===== src/rtl/frequency_generator_pkg.sv =====
// rtl/frequency_generator_pkg.sv - shared state encoding, defaults and digit saturation
package frequency_generator_pkg;

    typedef enum logic [1:0] {
        ST_IDLE    = 2'd0,
        ST_CONVERT = 2'd1,
        ST_RUN     = 2'd2
    } fg_state_t;

    localparam int DEFAULT_UPDATE_PERIOD = 1200;
    localparam int DEFAULT_BITS          = 12;
    localparam int MAX_COUNT             = 99;
    localparam int DIGIT_MAX             = 9;
    localparam int COUNT_W               = $clog2(MAX_COUNT + 1);

    function automatic logic [3:0] sat_digit(input logic [3:0] d);
        return (d > 4'(DIGIT_MAX)) ? 4'(DIGIT_MAX) : d;
    endfunction

endpackage


===== src/rtl/frequency_generator_bcd_to_bin.sv =====
// rtl/frequency_generator_bcd_to_bin.sv - iterative BCD to binary converter, one ten per cycle
module bcd_to_bin
    import frequency_generator_pkg::*;
(
    input  logic               clk,
    input  logic               reset,
    input  logic               i_start,
    input  logic [3:0]         i_tens,
    input  logic [3:0]         i_units,
    output logic               o_done,
    output logic [COUNT_W-1:0] o_value
);

    logic [3:0]         r_rem_tens;
    logic [3:0]         r_units;
    logic               r_busy;
    logic [COUNT_W-1:0] r_value;

    always_ff @(posedge clk) begin
        if (reset) begin
            r_rem_tens <= 4'd0;
            r_units    <= 4'd0;
            r_busy     <= 1'b0;
            r_value    <= '0;
        end else if (i_start) begin
            r_rem_tens <= sat_digit(i_tens);
            r_units    <= sat_digit(i_units);
            r_value    <= '0;
            r_busy     <= 1'b1;
        end else if (r_busy) begin
            if (r_rem_tens != 4'd0) begin
                r_value    <= r_value + COUNT_W'(10);
                r_rem_tens <= r_rem_tens - 4'd1;
            end else begin
                r_value <= r_value + COUNT_W'(r_units);
                r_busy  <= 1'b0;
            end
        end
    end

    // Done marks the final (units) cycle; the result is valid from the next cycle on.
    assign o_done  = r_busy && (r_rem_tens == 4'd0);
    assign o_value = r_value;

endmodule


===== src/rtl/frequency_generator.sv =====
// rtl/frequency_generator.sv - windowed square-wave generator producing N rising edges per window
module frequency_generator
    import frequency_generator_pkg::*;
#(
    parameter int UPDATE_PERIOD = DEFAULT_UPDATE_PERIOD,
    parameter int BITS          = DEFAULT_BITS
) (
    input  logic            clk,
    input  logic            reset,
    input  logic [3:0]      tens,
    input  logic [3:0]      units,
    input  logic            load,
    input  logic [BITS-1:0] period,
    input  logic            period_load,
    output logic            signal,
    output logic            busy,
    output logic            window_start
);

    localparam int SUM_W = BITS + 1;

    fg_state_t          r_state;
    fg_state_t          w_next_state;
    logic               r_signal;
    logic [BITS-1:0]    r_acc;
    logic [BITS-1:0]    r_win;
    logic [BITS-1:0]    r_update_period;
    logic [BITS-1:0]    r_active_period;

    logic               w_conv_done;
    logic [COUNT_W-1:0] w_n;
    logic [SUM_W-1:0]   w_two_n;
    logic [SUM_W-1:0]   w_sum;
    logic [SUM_W-1:0]   w_period_ext;
    logic [BITS-1:0]    w_remainder;
    logic               w_saturated;
    logic               w_window_end;

    bcd_to_bin u_bcd_to_bin (
        .clk     (clk),
        .reset   (reset),
        .i_start (load),
        .i_tens  (tens),
        .i_units (units),
        .o_done  (w_conv_done),
        .o_value (w_n)
    );

    assign w_two_n      = SUM_W'({w_n, 1'b0});
    assign w_period_ext = {1'b0, r_active_period};
    assign w_sum        = {1'b0, r_acc} + w_two_n;
    // Without saturation acc+2N < 2*period, so the true difference fits in BITS.
    assign w_remainder  = w_sum[BITS-1:0] - r_active_period;
    assign w_saturated  = (w_two_n >= w_period_ext);
    assign w_window_end = (r_win == (r_active_period - BITS'(1)));

    always_ff @(posedge clk) begin
        if (reset) begin
            r_state <= ST_IDLE;
        end else begin
            r_state <= w_next_state;
        end
    end

    always_comb begin
        w_next_state = r_state;
        if (load) begin
            w_next_state = ST_CONVERT;
        end else begin
            case (r_state)
                ST_IDLE:    w_next_state = ST_IDLE;
                ST_CONVERT: if (w_conv_done) w_next_state = ST_RUN;
                ST_RUN:     w_next_state = ST_RUN;
                default:    w_next_state = ST_IDLE;
            endcase
        end
    end

    always_ff @(posedge clk) begin
        if (reset) begin
            r_signal        <= 1'b0;
            r_acc           <= '0;
            r_win           <= '0;
            r_update_period <= BITS'(UPDATE_PERIOD);
            r_active_period <= BITS'(UPDATE_PERIOD);
        end else begin
            if (period_load && (period >= BITS'(2))) begin
                r_update_period <= period;
            end
            if (load) begin
                r_signal <= 1'b0;
            end else begin
                case (r_state)
                    ST_CONVERT: begin
                        if (w_conv_done) begin
                            r_win           <= '0;
                            r_acc           <= '0;
                            r_signal        <= 1'b0;
                            r_active_period <= r_update_period;
                        end
                    end
                    ST_RUN: begin
                        if (w_window_end) begin
                            r_win           <= '0;
                            r_acc           <= '0;
                            r_signal        <= 1'b0;
                            r_active_period <= r_update_period;
                        end else begin
                            r_win <= r_win + BITS'(1);
                            if (w_sum >= w_period_ext) begin
                                // Saturated: keep acc at zero so it can never overflow.
                                r_acc    <= w_saturated ? '0 : w_remainder;
                                r_signal <= ~r_signal;
                            end else begin
                                r_acc <= w_sum[BITS-1:0];
                            end
                        end
                    end
                    default: r_signal <= 1'b0;
                endcase
            end
        end
    end

    assign signal       = r_signal;
    assign busy         = (r_state == ST_CONVERT);
    assign window_start = (r_state == ST_RUN) && (r_win == '0);

endmodule

===== config.mk =====
export PLATFORM = sky130hd
export DESIGN_NAME = frequency_generator
export DESIGN_NICKNAME = d
export VERILOG_FILES = /design/src/rtl/frequency_generator_pkg.sv /design/src/rtl/frequency_generator_bcd_to_bin.sv /design/src/rtl/frequency_generator.sv
export SDC_FILE = /design/constraint.sdc
export NUM_CORES = 1
export LEC_CHECK = 0
export CAP_MARGIN = 25
export CELL_PAD_IN_SITES_DETAIL_PLACEMENT = 0
export CELL_PAD_IN_SITES_GLOBAL_PLACEMENT = 1
export CORE_MARGIN = 2
export CORE_UTILIZATION = 38
export DETAILED_ROUTE_END_ITERATION = 16
export DONT_BUFFER_PORTS = 1
export MAX_ROUTING_LAYER = met4
export PLACE_DENSITY_LB_ADDON = 0.1
export SLEW_MARGIN = 20
export SYNTH_ARGS = -nofsm -noshare
export SYNTH_HDL_FRONTEND = slang
export SYNTH_SLANG_ARGS = --single-unit

===== constraint.sdc =====
create_clock -name clk -period 4.3 [get_ports clk]
set_input_delay 0.86 -clock clk [delete_from_list [all_inputs] [get_ports clk]]
set_output_delay 0.86 -clock clk [all_outputs]
set_load 0.05 [all_outputs]

---- After elaboration in Yosys (flattened, before gate mapping) ----
Cells that the tools add are included.
storage, ports and cells
  register bits after elaboration ......... 67
cells by class
  bitwise gates (word level) .............. 2
  order comparisons ....................... 5
  equality and inequality tests ........... 7
  add/subtract/negate cells ............... 7
  mux-type cells .......................... 26
  reduce and logical (&&, ||, !) cells .... 14
operators by type and width
  kind                   number
  $mux 12                7
  $pmux 12 s2            3
  $mux 4                 5
  $add 12x8->13          1
  $ge 13x12->1           1
  $add 12x1->12 const B  1
  $eq 12x12->1           1
  $ge 12x2->1 const B    1
  $ge 8x12->1            1
  $logic_not 12->1       1
  $sub 12x1->12 const B  1
  $sub 12x12->12         1
  $gt 4x4->1 const B     2
  $add 7x4->7            1
  $add 7x4->7 const B    1
  $mux 1                 7
  $mux 7                 1
  $reduce_bool 2->1      3
  $logic_not 4->1        1
  $pmux 2 s2             1
  $reduce_and 2->1       2
  $reduce_and 4->1       1
  $reduce_bool 4->1      1
  $sub 4x1->4 const B    1
  12 further kinds       15

---- Logic depth before layout (Yosys ltp) ----
Gate-level depths: netlist (run 1).
  depth in word-level cells ............... 6
  gate-level depth with buffers ........... 16

---- Hierarchy ----
From an unflattened synthesis (run 1), not the netlist that was laid out.
unflattened totals
  cells, all modules ...................... 586
  area, all modules ....................... 4737.0 um^2
modules (own cells, without submodules)
  module               times used  area an instance (um^2)  cells each  sequential area each (um^2)
  frequency_generator  1           3759.9                   475         1021.0
  bcd_to_bin           1           977.2                    111         320.3

---- Worst setup path after synthesis (run 1) ----
No wires, ideal clock.
  kind .................................... flip-flop to flip-flop
  start point ............................. register u_bcd_to_bin.r_value[0] (netlist: u_bcd_to_bin.o_value[0])
  end point ............................... register r_acc[2]
  arrival ................................. 3.428 ns
  setup slack ............................. 0.740 ns
  library setup time ...................... 0.132 ns
  data required time ...................... 4.168 ns
  stages on the path, launching flop included .. 17
  cell sequence ........................... dfxtp_1 ha_1 fa_1 a21o_1 a21oi_1 o21bai_1 a211oi_1 nor2_1 ha_1 nand4_1 o31ai_1 o221a_2 o41ai_1 clkbuf_1 and3_1 o211ai_1 a21oi_1
between the ends
  word-level cells in the longest chain between the ends .. 6
  elaborated cells between the ends (all ways) .. 8
ends and longest elaborated chain
  item                    RTL line                              RTL
  from (decl)             frequency_generator_bcd_to_bin.sv:17  logic [COUNT_W-1:0] r_value;
  from (signal assigned)  frequency_generator_bcd_to_bin.sv:32  r_value <= r_value + COUNT_W'(10);
  from (signal assigned)  frequency_generator_bcd_to_bin.sv:35  r_value <= r_value + COUNT_W'(r_units);
  $add 12x8->13           frequency_generator.sv:51             assign w_sum = {1'b0, r_acc} + w_two_n;
  $sub 12x12->12          frequency_generator.sv:53             assign w_remainder = w_sum[BITS-1:0] - r_active_period;
  $mux 12                 frequency_generator.sv:112            r_acc <= w_saturated ? '0 : w_remainder;
  $mux 12 *               frequency_generator.sv:110            if (w_sum >= w_period_ext) begin
  $mux 12 *               frequency_generator.sv:103            if (w_window_end) begin
  $pmux 12 s2 *           frequency_generator.sv:93             case (r_state)
  to (signal assigned)    frequency_generator.sv:112
  to (signal assigned)    frequency_generator.sv:115            r_acc <= w_sum[BITS-1:0];
  to (decl)               frequency_generator.sv:25             logic [BITS-1:0] r_acc;
Mark *: on every way between the ends. The rest lies on a longest branch, timed or not.
A chain may end at the register's enable or synchronous reset.

---- Final worst setup path (run 1) ----
  start point ............................. register u_bcd_to_bin.r_value[0] (netlist: u_bcd_to_bin.o_value[0])
  end point ............................... register r_acc[8]
Same word-level chain as after synthesis.

==> impl_metrics.env, run 1 <==
export IMPL_status="finished, final reports clean"
export IMPL_multi_input_area_um2=3294
export IMPL_synth_compound_area_share_pct=24.51
export IMPL_core_area_um2=12570
export IMPL_nFillCells=1280
export IMPL_grt_max_degree=66
export IMPL_cts_root_buf="clkbuf_16"
export IMPL_synthAdderAreaFrac_pct=10.73
export IMPL_drc=0
export IMPL_period_share_pct=91.62
export IMPL_nNetsFinal=662
export IMPL_io_buffers=0
export IMPL_drive_above_1_share_pct=6.965
export IMPL_clk_pin_slew_ns=0.06
export IMPL_peakVddDrop_mv=0.1864
export IMPL_r2r_cells=16
export IMPL_final_area_um2=5363
export IMPL_gr_total_overflow=0
export IMPL_synth_warnings=0
export IMPL_pre_cts_ws_ns=0.2062
export IMPL_hold_path_class="reg -> reg"
export IMPL_max_cap_viol_count=0
export IMPL_wl_per_cell_um=16.94
export IMPL_power_leakage_nw=2.056
export IMPL_synth_xor_area_share_pct=7.007
export IMPL_ant_nets=0
export IMPL_worst_slew_pin_transition_ns=0.7965
export IMPL_post_dp_hpwl_mm=9.706
export IMPL_syn_area_per_cell_um2=7.991
export IMPL_syn_inst=610
export IMPL_cts_inserted_buffers=9
export IMPL_rsz0062_at_grt="no"
export IMPL_power_density_nw_per_um2=301.2
export IMPL_fin_tns_setup_ns=0
export IMPL_ys_ff_latch=67
export IMPL_start_kind="flip-flop"
export IMPL_synthesis_nets=674
export IMPL_r2r_end="r_acc[8]"
export IMPL_drtPass1Iterations=4
export IMPL_clk_path_buf_depth=2
export IMPL_ys_flop_type="dfxtp_1"
export IMPL_finalPower_mw=1.615
export IMPL_dieArea_um2=13750
export IMPL_critPathArrivalTime_ns=4.20
export IMPL_gp_congestion=0.8487
export IMPL_grt_usage_pct=20.96
export IMPL_die_w_um=117.3
export IMPL_clk_latency_ns=0.34
export IMPL_yosysTopAreaCellShare_pct=27.52
export IMPL_initial_core_util_pct=38.79
export IMPL_maxSlewHeadroom_pct=46.73
export IMPL_holdWs_ns=0.4550
export IMPL_synthMuxAreaShare_pct=1.437
export IMPL_critPathKind="reg -> reg"
export IMPL_yosysMostFrequentCell="dfxtp_1"
export IMPL_fmax_mhz=253.8
export IMPL_area_growth_pct=10.01
export IMPL_antenna_found_initial=0
export IMPL_die_y_um=117.3
export IMPL_grt_pass1_vias=4213
export IMPL_synth_common_cells="67 x dfxtp_1, 55 x nor2_1, 49 x a21oi_1, 48 x nand2_1, 37 x ha_1"
export IMPL_finalSetupViolCount=0
export IMPL_fin_util_pct=42.67
export IMPL_synth_top_cell_by_area="dfxtp_1"
export IMPL_drt_total_wl_mm=13.13
export IMPL_finClkSkew_ns=0.009590
export IMPL_yosys_area_share_simple_pct=23.28
export IMPL_whs_path_depth=2
export IMPL_setup_ws_ns=0.3603
export IMPL_hold_path_startpoint="r_acc[1]"
export IMPL_diodes=0
export IMPL_dp_cells=759
export IMPL_yosys_top_cells_area="dfxtp_1 28%, ha_1 9.5%, a21oi_1 5.0%"
export IMPL_r2r_start="u_bcd_to_bin.o_value[0]"
export IMPL_ys_seq_area_share_pct=27.52
export IMPL_stdcell_count=775
export IMPL_drt_iter0_markers=195
export IMPL_ios=27
export IMPL_reg2reg_slack_ns=0.36
export IMPL_num_vias=4365
export IMPL_num_rows=41
export IMPL_synth_cell_types=75
export IMPL_h_tree_depth=3
export IMPL_viasPerCell=5.632
export IMPL_syn_area_um2=4875
export IMPL_crit_fanout=13
export IMPL_grt_pass1_wl_mm=21.80
export IMPL_critPathRequiredTime_ns=4.56
export IMPL_seq_area_um2=1341
export IMPL_synthArstFlopShare_pct=0
export IMPL_cts_sinks=67
export IMPL_min_period_ns=3.940
export IMPL_cts_tree="yes"
export IMPL_synth_top_family_by_area="compound AO/OA/AOI/OAI gates"
export IMPL_final_hold_viol_count=0
export IMPL_startpoint="u_bcd_to_bin.o_value[0]"
export IMPL_report_final_slew_viol_count=0
export IMPL_post_dp_cell_area_um2=5052
export IMPL_synth_edf_count=0
export IMPL_hold_end="r_acc[1]"
export IMPL_critPathCaptureType="flip-flop"
routing by layer:
layer	routed length, um	up-vias	global-route usage, %
met3	483	11	3.141
met1	6476	2059	28.56
li1	-	2211	-
met2	6011	84	32.49
met4	159	0	5.647
met5	0	-	-
layout by cell type, fill, tap and decap left out, types with 4 or more instances in the layout:
cell       netlist  layout
inv_1           36      36
nand2b_1        10      10
o21bai_1         4       4
buf_4            1      10
nand2_1         48      48
o21a_1           8       8
a211o_1          6       6
nand4_1         12      12
nand3_1         16      16
and3_1           9       9
a211oi_1         8       8
ha_1            37      37
o31ai_1          5       4
nor3_1          17      17
nor2b_1          4       4
a21oi_1         49      48
xor2_1          18      18
o21ai_0         25      25
or3_1            4       4
nor2_1          55      55
dfxtp_1         67      67
a41oi_1          4       4
mux2i_1          7       7
nand3b_1        16      16
o211ai_1        11      11
clkbuf_16        0       9
nor4_1           9       9
xnor2_1         21      21
a21o_1           6       6
logic make-up (layout without fill, tap and decap cells):
group,Yosys count,after routing
AO/OA/AOI/OAI,170,170
XOR/XNOR,39,39
adder cells (fa/ha/maj),40,40
buffers and inverters,69,62
flip-flops,67,67
multiplexers,7,7
AND/OR/NAND/NOR,218,218
power breakdown:
group	total, mW	switching (mW)	internal [mW]
sequential	0.664	0.0236	0.640
combinational	0.187	0.111	0.0765
clock	0.764	0.309	0.456
what timing repair did:
action                     4_1_cts  5_1_grt
gates resized for setup          0        2
setup endpoints to repair        0        6
hold buffers                     0        0
setup buffers                    0        0
state kept, by name, summed over array words and instances, names as in the netlist:
name and flops:
r_state 2, r_update_period 12, u_bcd_to_bin.o_value 7, u_bcd_to_bin.r_rem_tens 4
r_acc 12, u_bcd_to_bin.r_busy 1, signal 1, r_active_period 12
r_win 12, u_bcd_to_bin.r_units 4
area by class of cell:
cell class	instances	area share, %
multi-input cells	474	61.43
flip-flops and latches	67	25.01
clock buffers	10	4.270
well taps	172	4.013
inverters	36	2.520
repair buffers	10	1.400
clock inverters	6	1.353
worst max-delay path: stages (launching register included):
cell and delay [ns]:
dfxtp_1 0.35, ha_1 0.23, fa_1 0.41, a21o_1 0.20
a21oi_2 0.21, o21bai_1 0.09, a211oi_1 0.32, nor2_1 0.08
ha_1 0.31, nand4_1 0.12, o31ai_2 0.30, o221a_2 0.28
o41ai_2 0.06, buf_4 0.19, a2111oi_0 0.42, o211ai_1 0.14
a21oi_1 0.16
worst max path at each step:
stage	to	slack (ns)	cells after the start
2_1_floorplan	r_acc[2]	0.74	16
3_3_place_gp	r_acc[8]	0.41	16
3_5_place_dp	r_acc[8]	0.21	16
4_1_cts	r_acc[8]	0.20	16
5_1_grt	r_acc[8]	0.09	16
6_report	r_acc[8]	0.36	16
No activity file was read; power rests on OpenSTA's default activity.
==> inputs of run 2 (changes only) <==
==> constraint.sdc (replaced) <==
create_clock -name clk -period 4.3 [get_ports clk]
set_input_delay 1.075 -clock clk [delete_from_list [all_inputs] [get_ports clk]]
set_output_delay 1.075 -clock clk [all_outputs]
set_load 0.05 [all_outputs]
==> results of run 2 <==
Same layout as run 1: the final DEF is identical, and so are final timing and power.
